## src/rtl/alu_share_seq_pkg.sv

```systemverilog
// Shared opcode, FSM state and nibble-width definitions for the shared nibble ALU.
package alu_share_seq_pkg;

  localparam int unsigned NIB_W = 4;

  typedef enum logic [1:0] {
    OP_ADD = 2'b00,
    OP_AND = 2'b01,
    OP_XOR = 2'b10,
    OP_NOT = 2'b11
  } op_e;

  typedef enum logic [1:0] {
    S_IDLE = 2'b00,
    S_LO   = 2'b01,
    S_HI   = 2'b10,
    S_DONE = 2'b11
  } state_e;

endpackage

```

## src/rtl/alu_nibble.sv

```systemverilog
// Combinational 4-bit ALU slice; carry-out is only produced by ADD.
module alu_nibble
  import alu_share_seq_pkg::*;
(
  input  logic [NIB_W-1:0] a,
  input  logic [NIB_W-1:0] b,
  input  logic             cin,
  input  logic [1:0]       op,
  output logic [NIB_W-1:0] y,
  output logic             co
);

  always_comb begin
    y  = '0;
    co = 1'b0;
    case (op_e'(op))
      OP_ADD:  {co, y} = {1'b0, a} + {1'b0, b} + {{NIB_W{1'b0}}, cin};
      OP_AND:  y = a & b;
      OP_XOR:  y = a ^ b;
      default: y = ~a;
    endcase
  end

endmodule

```

## src/rtl/alu_share_seq.sv

```systemverilog
// Two-requester round-robin front end executing 8-bit ops nibble-serially on one slice.
// Optional signed-overflow output enabled by defining ALU_OVF_FLAG_EN.
module alu_share_seq
  import alu_share_seq_pkg::*;
#(
  parameter int unsigned W = 8
) (
  input  logic         clk,
  input  logic         rst_n,
  input  logic         req0,
  input  logic [W-1:0] a0,
  input  logic [W-1:0] b0,
  input  logic [1:0]   op0,
  input  logic         cin0,
  input  logic         req1,
  input  logic [W-1:0] a1,
  input  logic [W-1:0] b1,
  input  logic [1:0]   op1,
  input  logic         cin1,
  output logic         ack0,
  output logic         ack1,
  output logic         done0,
  output logic         done1,
  output logic [W-1:0] result,
  output logic         cout
`ifdef ALU_OVF_FLAG_EN
  ,
  output logic         ovf
`endif
);

  state_e           state, state_d;
  logic             last_grant, gnt_q, win, any_req;
  logic [W-1:0]     a_q, b_q;
  op_e              op_q;
  logic             cin_q;
  logic [NIB_W-1:0] lo_q;
  logic             c4_q;
  logic [NIB_W-1:0] nib_a, nib_b, nib_y;
  logic             nib_cin, nib_co;

  always_comb begin
    any_req = req0 | req1;
    // On contention the requester that did not win last time gets the slot
    win     = (req0 & req1) ? ~last_grant : req1;
    state_d = state;
    case (state)
      S_IDLE:  if (any_req) state_d = S_LO;
      S_LO:    state_d = S_HI;
      S_HI:    state_d = S_DONE;
      default: state_d = S_IDLE;
    endcase
  end

  always_comb begin
    nib_a   = a_q[NIB_W-1:0];
    nib_b   = b_q[NIB_W-1:0];
    nib_cin = cin_q;
    if (state == S_HI) begin
      nib_a   = a_q[W-1:NIB_W];
      nib_b   = b_q[W-1:NIB_W];
      nib_cin = c4_q;
    end
  end

  alu_nibble u_nibble (
    .a   (nib_a),
    .b   (nib_b),
    .cin (nib_cin),
    .op  (op_q),
    .y   (nib_y),
    .co  (nib_co)
  );

  always_ff @(posedge clk or negedge rst_n) begin
    if (!rst_n) state <= S_IDLE;
    else        state <= state_d;
  end

  always_ff @(posedge clk or negedge rst_n) begin
    if (!rst_n) begin
      last_grant <= 1'b1;
      gnt_q      <= 1'b0;
      a_q        <= '0;
      b_q        <= '0;
      op_q       <= OP_ADD;
      cin_q      <= 1'b0;
      lo_q       <= '0;
      c4_q       <= 1'b0;
      ack0       <= 1'b0;
      ack1       <= 1'b0;
      done0      <= 1'b0;
      done1      <= 1'b0;
      result     <= '0;
      cout       <= 1'b0;
`ifdef ALU_OVF_FLAG_EN
      ovf        <= 1'b0;
`endif
    end else begin
      ack0  <= 1'b0;
      ack1  <= 1'b0;
      done0 <= 1'b0;
      done1 <= 1'b0;
      case (state)
        S_IDLE: if (any_req) begin
          gnt_q      <= win;
          last_grant <= win;
          a_q        <= win ? a1 : a0;
          b_q        <= win ? b1 : b0;
          op_q       <= op_e'(win ? op1 : op0);
          cin_q      <= win ? cin1 : cin0;
          ack0       <= ~win;
          ack1       <= win;
        end
        S_LO: begin
          lo_q <= nib_y;
          c4_q <= nib_co;
        end
        S_HI: begin
          result <= {nib_y, lo_q};
          cout   <= nib_co;
          done0  <= ~gnt_q;
          done1  <= gnt_q;
`ifdef ALU_OVF_FLAG_EN
          ovf    <= (op_q == OP_ADD) && (a_q[W-1] == b_q[W-1]) &&
                    (nib_y[NIB_W-1] != a_q[W-1]);
`endif
        end
        default: ;
      endcase
    end
  end

endmodule

```

## config.mk

```make
export PLATFORM = sky130hd
export DESIGN_NAME = alu_share_seq
export DESIGN_NICKNAME = d
export VERILOG_FILES = /design/src/rtl/alu_share_seq_pkg.sv /design/src/rtl/alu_nibble.sv /design/src/rtl/alu_share_seq.sv
export SDC_FILE = /design/constraint.sdc
export NUM_CORES = 1
export LEC_CHECK = 0
export CAP_MARGIN = 30
export CORE_ASPECT_RATIO = 0.9
export CORE_MARGIN = 4
export CORE_UTILIZATION = 48
export DETAILED_ROUTE_END_ITERATION = 8
export PLACE_DENSITY_LB_ADDON = 0.15
export SLEW_MARGIN = 20
export SYNTH_ARGS = -nofsm -noshare
export SYNTH_HDL_FRONTEND = slang
export SYNTH_SLANG_ARGS = --single-unit
```

## constraint.sdc

```tcl
create_clock -name clk -period 3.6 [get_ports clk]
set_input_delay 0.36 -clock clk [delete_from_list [all_inputs] [get_ports clk]]
set_output_delay 0.36 -clock clk [all_outputs]
set_load 0.01 [all_outputs]
```

# ---- Word-level counts from Yosys, hierarchy flattened
# Index checks and enable logic that the tools add are counted.
dict set report word_totals {
  regBits 41
  latch_bits 0
  ram_bits 0
  mem_bits_ro 0
  inputBits 42
  output_inout_bits 13
  elab_cells 51
  mem_count 0
}
dict set report classes {
  n_addsub 2
  multipliers 0
  div 0
  order_cmp 0
  eq_ne 5
  shift 0
  n_mux 18
  bitwise_logic 8
  n_reduce_logical 3
}
# cell n
set op_table {}
lappend op_table {{8-bit two-way mux} 2}
lappend op_table {{4-bit case mux with 3 select lines} 1}
lappend op_table {{1-bit two-way mux} 10}
lappend op_table {{4-bit two-way mux} 2}
lappend op_table {{2-bit case mux with 3 select lines} 1}
lappend op_table {{4-bit by 4-bit adder with 5-bit output} 1}
lappend op_table {{5-bit by 1-bit adder with 5-bit output} 1}
lappend op_table {{4-bit AND} 1}
lappend op_table {{2-bit by 1-bit equality test with 1-bit output, second input constant} 2}
lappend op_table {{2-bit equality test, second input constant} 2}
lappend op_table {{2-bit zero test} 2}
lappend op_table {{2-bit two-way mux} 2}
lappend op_table {{4-bit inverter} 1}
lappend op_table {{4-bit bitwise XOR} 1}
lappend op_table {{1-bit inverter} 3}
lappend op_table {{2-bit inequality test, second input constant} 1}
lappend op_table {{2-bit AND reduction} 1}
lappend op_table {{1-bit AND} 1}
lappend op_table {{1-bit bitwise OR} 1}

# ---- Logic depth before layout (Yosys ltp)
dict set report logic_depth {
  word_depth 5
  mapped_depth 12
  ltp_nobuf 11
}

# ---- Modules after synthesis
# Synthesis repeated with hierarchy kept, for this count alone.
dict set report hier_totals {
  cells_unflattened 203
  area_unflattened_um2 2133.3
}
# mod instances cells_per_inst area_per_inst_um2 seq_area_each_um2
set modules_own_cells {}
lappend modules_own_cells {alu_share_seq 1 172 1854.3 1027.2}
lappend modules_own_cells {alu_nibble 1 31 279.0 0.0}

# ---- Worst setup path after synthesis
# OpenSTA, ideal clock, no wires.
dict set report synth_path {
  kind {reg2reg}
  start {register state[0]}
  end {register lo_q[1]}
  setup_ns 0.125
  arrival_ns 2.831
  required_time_ns 3.475
  slack_ns 0.644
  path_stages_with_launch 12
  n_path_buf 2
  synth_period_minus_slack_ns 2.956
  cell_sequence {dfrtp_1 > inv_1 > ha_1 > buf_2 > buf_2 > mux2i_1 > fa_1 > inv_1 > fa_1 > mux2_2 > mux2_2 > mux2_2}
}
dict set report synth_via {
  elab_chain_cells 5
  elab_cells_between_ends 11
  cone_classes {2 x add/sub; 2 x eq/ne; 4 x mux; 3 x bitwise}
}
# element line
set synth_lines {}
lappend synth_lines {{from (decl)} alu_share_seq.sv:32} ;# state_e state, state_d;
lappend synth_lines {{from (signal assigned)} alu_share_seq.sv:77} ;# else state <= state_d;
lappend synth_lines {{2-bit equality test} alu_share_seq.sv:59} ;# if (state == S_HI) begin
lappend synth_lines {{4-bit two-way mux} alu_share_seq.sv:59}
lappend synth_lines {{4-bit by 4-bit adder with 5-bit output} alu_nibble.sv:17} ;# OP_ADD: {co, y} = {1'b0, a} + {1'b0, b} + {{NIB_W{1'b0}}, cin};
lappend synth_lines {{5-bit by 1-bit adder with 5-bit output} alu_nibble.sv:17}
lappend synth_lines {{4-bit case mux with 3 select lines} alu_nibble.sv:16} ;# case (op_e'(op))
lappend synth_lines {{to (signal assigned)} alu_share_seq.sv:116} ;# lo_q <= nib_y;
lappend synth_lines {{to (decl)} alu_share_seq.sv:37} ;# logic [NIB_W-1:0] lo_q;
# Parallel ways exist; a longest one is shown, timed or not.
# A chain may end at the register's enable or synchronous reset.

# ---- Final worst setup path
# Ends and elaborated chain as after synthesis.

==> flow_summary.json <==
{
  "status": "completed",
  "diodes": 0,
  "post_cts_buffers": 0,
  "maxSlewViolCount": 0,
  "final_cell_area_um2": 2869,
  "powerDensity_nw_per_um2": 880.1,
  "grt_pass1_vias": 1482,
  "fin_crit_sh_pct": 85.81,
  "fmax_mhz": 323.7,
  "hp-class": "flip-flop to flip-flop",
  "hold_violations": 0,
  "via_count": 1514,
  "ys_seq_area_share_pct": 48.41,
  "ff2ff_setup_slack_ps": 510,
  "clk_pin_slew_worst_paths_ps": 70,
  "rr_endpoint": "lo_q[1]",
  "rr_worst_depth": 10,
  "ys_top_cells_by_count": "40 x dfrtp_1, 24 x nand2_1, 23 x mux2i_1, 22 x o21ai_0, 19 x mux2_2",
  "hold_start": "gnt_q",
  "globalplace.congestion": 0.8031,
  "drv_cap": 0,
  "port_buffers": 54,
  "cts_hold_buf": 0,
  "dr.pass1.iters": 4,
  "crit-reg2reg-launch": "state[0]",
  "synth_top_area_share_pct": 47.17,
  "synthMostInstantiatedCell": "dfrtp_1",
  "h-tree-depth": 2,
  "clk_latency_ps": 290,
  "synth_fp_nets": 247,
  "ioPinCount": 55,
  "coreArea_um2": 4184,
  "synth_flop_cell": "dfrtp_1",
  "cts_tree": "built",
  "cts_sinks": 41,
  "die_h_um": 71.08,
  "startpoint": "state[0]",
  "rows": 22,
  "cts_buffers": 5,
  "synth-seq-cells": 41,
  "drive_gt1_share_pct": 14.68,
  "drc": 0,
  "setup_viol": 0,
  "num-fill-cells": 334,
  "dp_hpwl_um": 3028,
  "track_usage_pct": 15.57,
  "initial_core_util_pct": 50.72,
  "crit_end": "lo_q[1]",
  "ctsResizeCount": 0,
  "irDropWorstVdd_v": 0.0003710,
  "gr-total-overflow": 0,
  "ctsLongestPathBuffers": 2,
  "worst_pin_slew_ps": 460.0,
  "holdPathStages": 1,
  "path_max_fanout": 9,
  "drt-total-wl_um": 3957,
  "cp.arrival_ps": 3270,
  "die_area_um2": 5550,
  "viasPerCell": 4.853,
  "ys_warn_count": 0,
  "synth_area_leaders": "dfrtp_1 47%, mux2i_1 11%, mux2_2 10%",
  "clockRootBuffer": "clkbuf_8",
  "rsz0062_at_grt": "no",
  "skew_ps": 4.066,
  "fin_setup_tns_ps": 0,
  "avgSynthCellArea_um2": 10.88,
  "place_area_um2": 2715,
  "end_kind": "flip-flop",
  "async_reset_ff_share_pct": 100.0,
  "grt_max_degree": 42,
  "min_period_ps": 3089,
  "antenna_found_initial": 0,
  "crit_type": "flip-flop to flip-flop",
  "cp.required_ps": 3780,
  "p_leak_nw": 1.305,
  "wl_per_cell_um": 12.68,
  "grt_pass1_wl_um": 6741,
  "multi_input_area_um2": 1002,
  "final-seq-area_um2": 1027,
  "relSlewSlack_pct": 69.33,
  "layout.nets": 303,
  "synth_area_leader_cell": "dfrtp_1",
  "cp-start-kind": "flip-flop",
  "ant_nets": 0,
  "synth.distinct_cells": 28,
  "synth_edf_count": 0,
  "syn_area_um2": 2122,
  "die_w_um": 78.09,
  "drt_iter0_drc": 60,
  "synthCells": 195,
  "syn_to_final_growth_pct": 35.20
}
==> critical path, stage by stage (launching register included) <==
cell and delay [ps]:
dfrtp_1 410, inv_1 110, ha_1 450, mux2_2 260, inv_1 50, fa_1 410
inv_1 80, fa_1 410, mux2_2 270, mux2_2 280, mux2_2 260
==> state kept, by name (all words and copies together), names as in the netlist, 2 cells and up <==
| name | flops |
|---|---|
| a_q | 8 |
| b_q | 8 |
| result | 8 |
| lo_q | 4 |
| op_q | 2 |
| state | 2 |
==> cell families after synthesis <==
family          synth area share (%)
fa+ha+maj                      6.604
mux                            21.99
flops                          48.41
buf+inv                        4.716
compound gates                 10.02
simple gates                   8.255
==> metal layers <==
layer / vias to the layer above / track usage [%] / wire (um)
met5: - / 0 / 0
met4: 0 / 5.049 / 24
met3: 2 / 5.725 / 212
met2: 40 / 23.86 / 1802
met1: 685 / 20.57 / 1917
li1: 787 / - / -
==> placed cells by master, fill, tap and decap left out <==
cell,Yosys,final
fa_1,2,2
nand2_1,24,24
mux4_2,1,1
a211oi_1,1,1
o22ai_1,1,1
clkdlybuf4s50_1,0,53
a22oi_1,2,2
ha_1,8,8
buf_4,2,4
bufinv_16,0,1
nor2b_1,2,2
clkbuf_8,0,6
nor3_1,4,4
a21boi_2,0,1
dfrtp_1,40,40
a21o_1,2,2
dlygate4sd3_1,0,1
or3b_2,1,1
dfstp_2,1,1
mux2_2,19,19
nor2_1,5,5
a21oi_1,5,5
o21ai_2,0,1
or3_1,1,1
inv_1,12,12
buf_16,0,1
o21ai_0,22,21
mux2i_1,23,23
a21boi_0,2,1
clkbuf_1,3,1
and2_1,2,2
buf_2,5,1
a31oi_1,3,3
nand2b_1,1,1
==> metrics by stage <==
stage / utilization [%] / setup WS (ps) / power, W / instances / hold slack [ps]
finish: 68.57 / 510.9 / 0.002525 / 312 / 454.4
global route: 68.57 / 374.4 / 0.002753 / 312 / 489.7
CTS: 67.67 / 488.1 / 0.002547 / 310 / 206.2
detailed placement: 64.89 / 519.5 / 0.002163 / 302 / 445.8
global placement: 64.89 / 629.0 / 0.002116 / 302 / 434.7
floorplan: - / 643.8 / 0.001741 / 195 / 64.41
==> where the power goes <==
part	total, W	switching, W	internal, W
combinational	0.00132	0.000626	0.000690
clock	0.000373	0.000147	0.000226
sequential	0.000835	0.000147	0.000689
total	0.00252	0.000920	0.00160
==> worst min path at each step <==
stage	to	slack, ps
detailed placement	done0	450
global route	done0	490
finish	done0	450
global placement	done0	430
floorplan	a_q[0]	60
CTS	result[3]	210
==> final cells by class <==
type	instances	area share, %
repair buffers	60	21.02
multi-input cells	131	34.93
flip-flops and latches	41	35.80
inverters	12	1.570
clock buffers	7	3.009
well taps	60	2.617
clock inverters	1	1.047
Note: power is estimated with default switching activity, not from simulation.
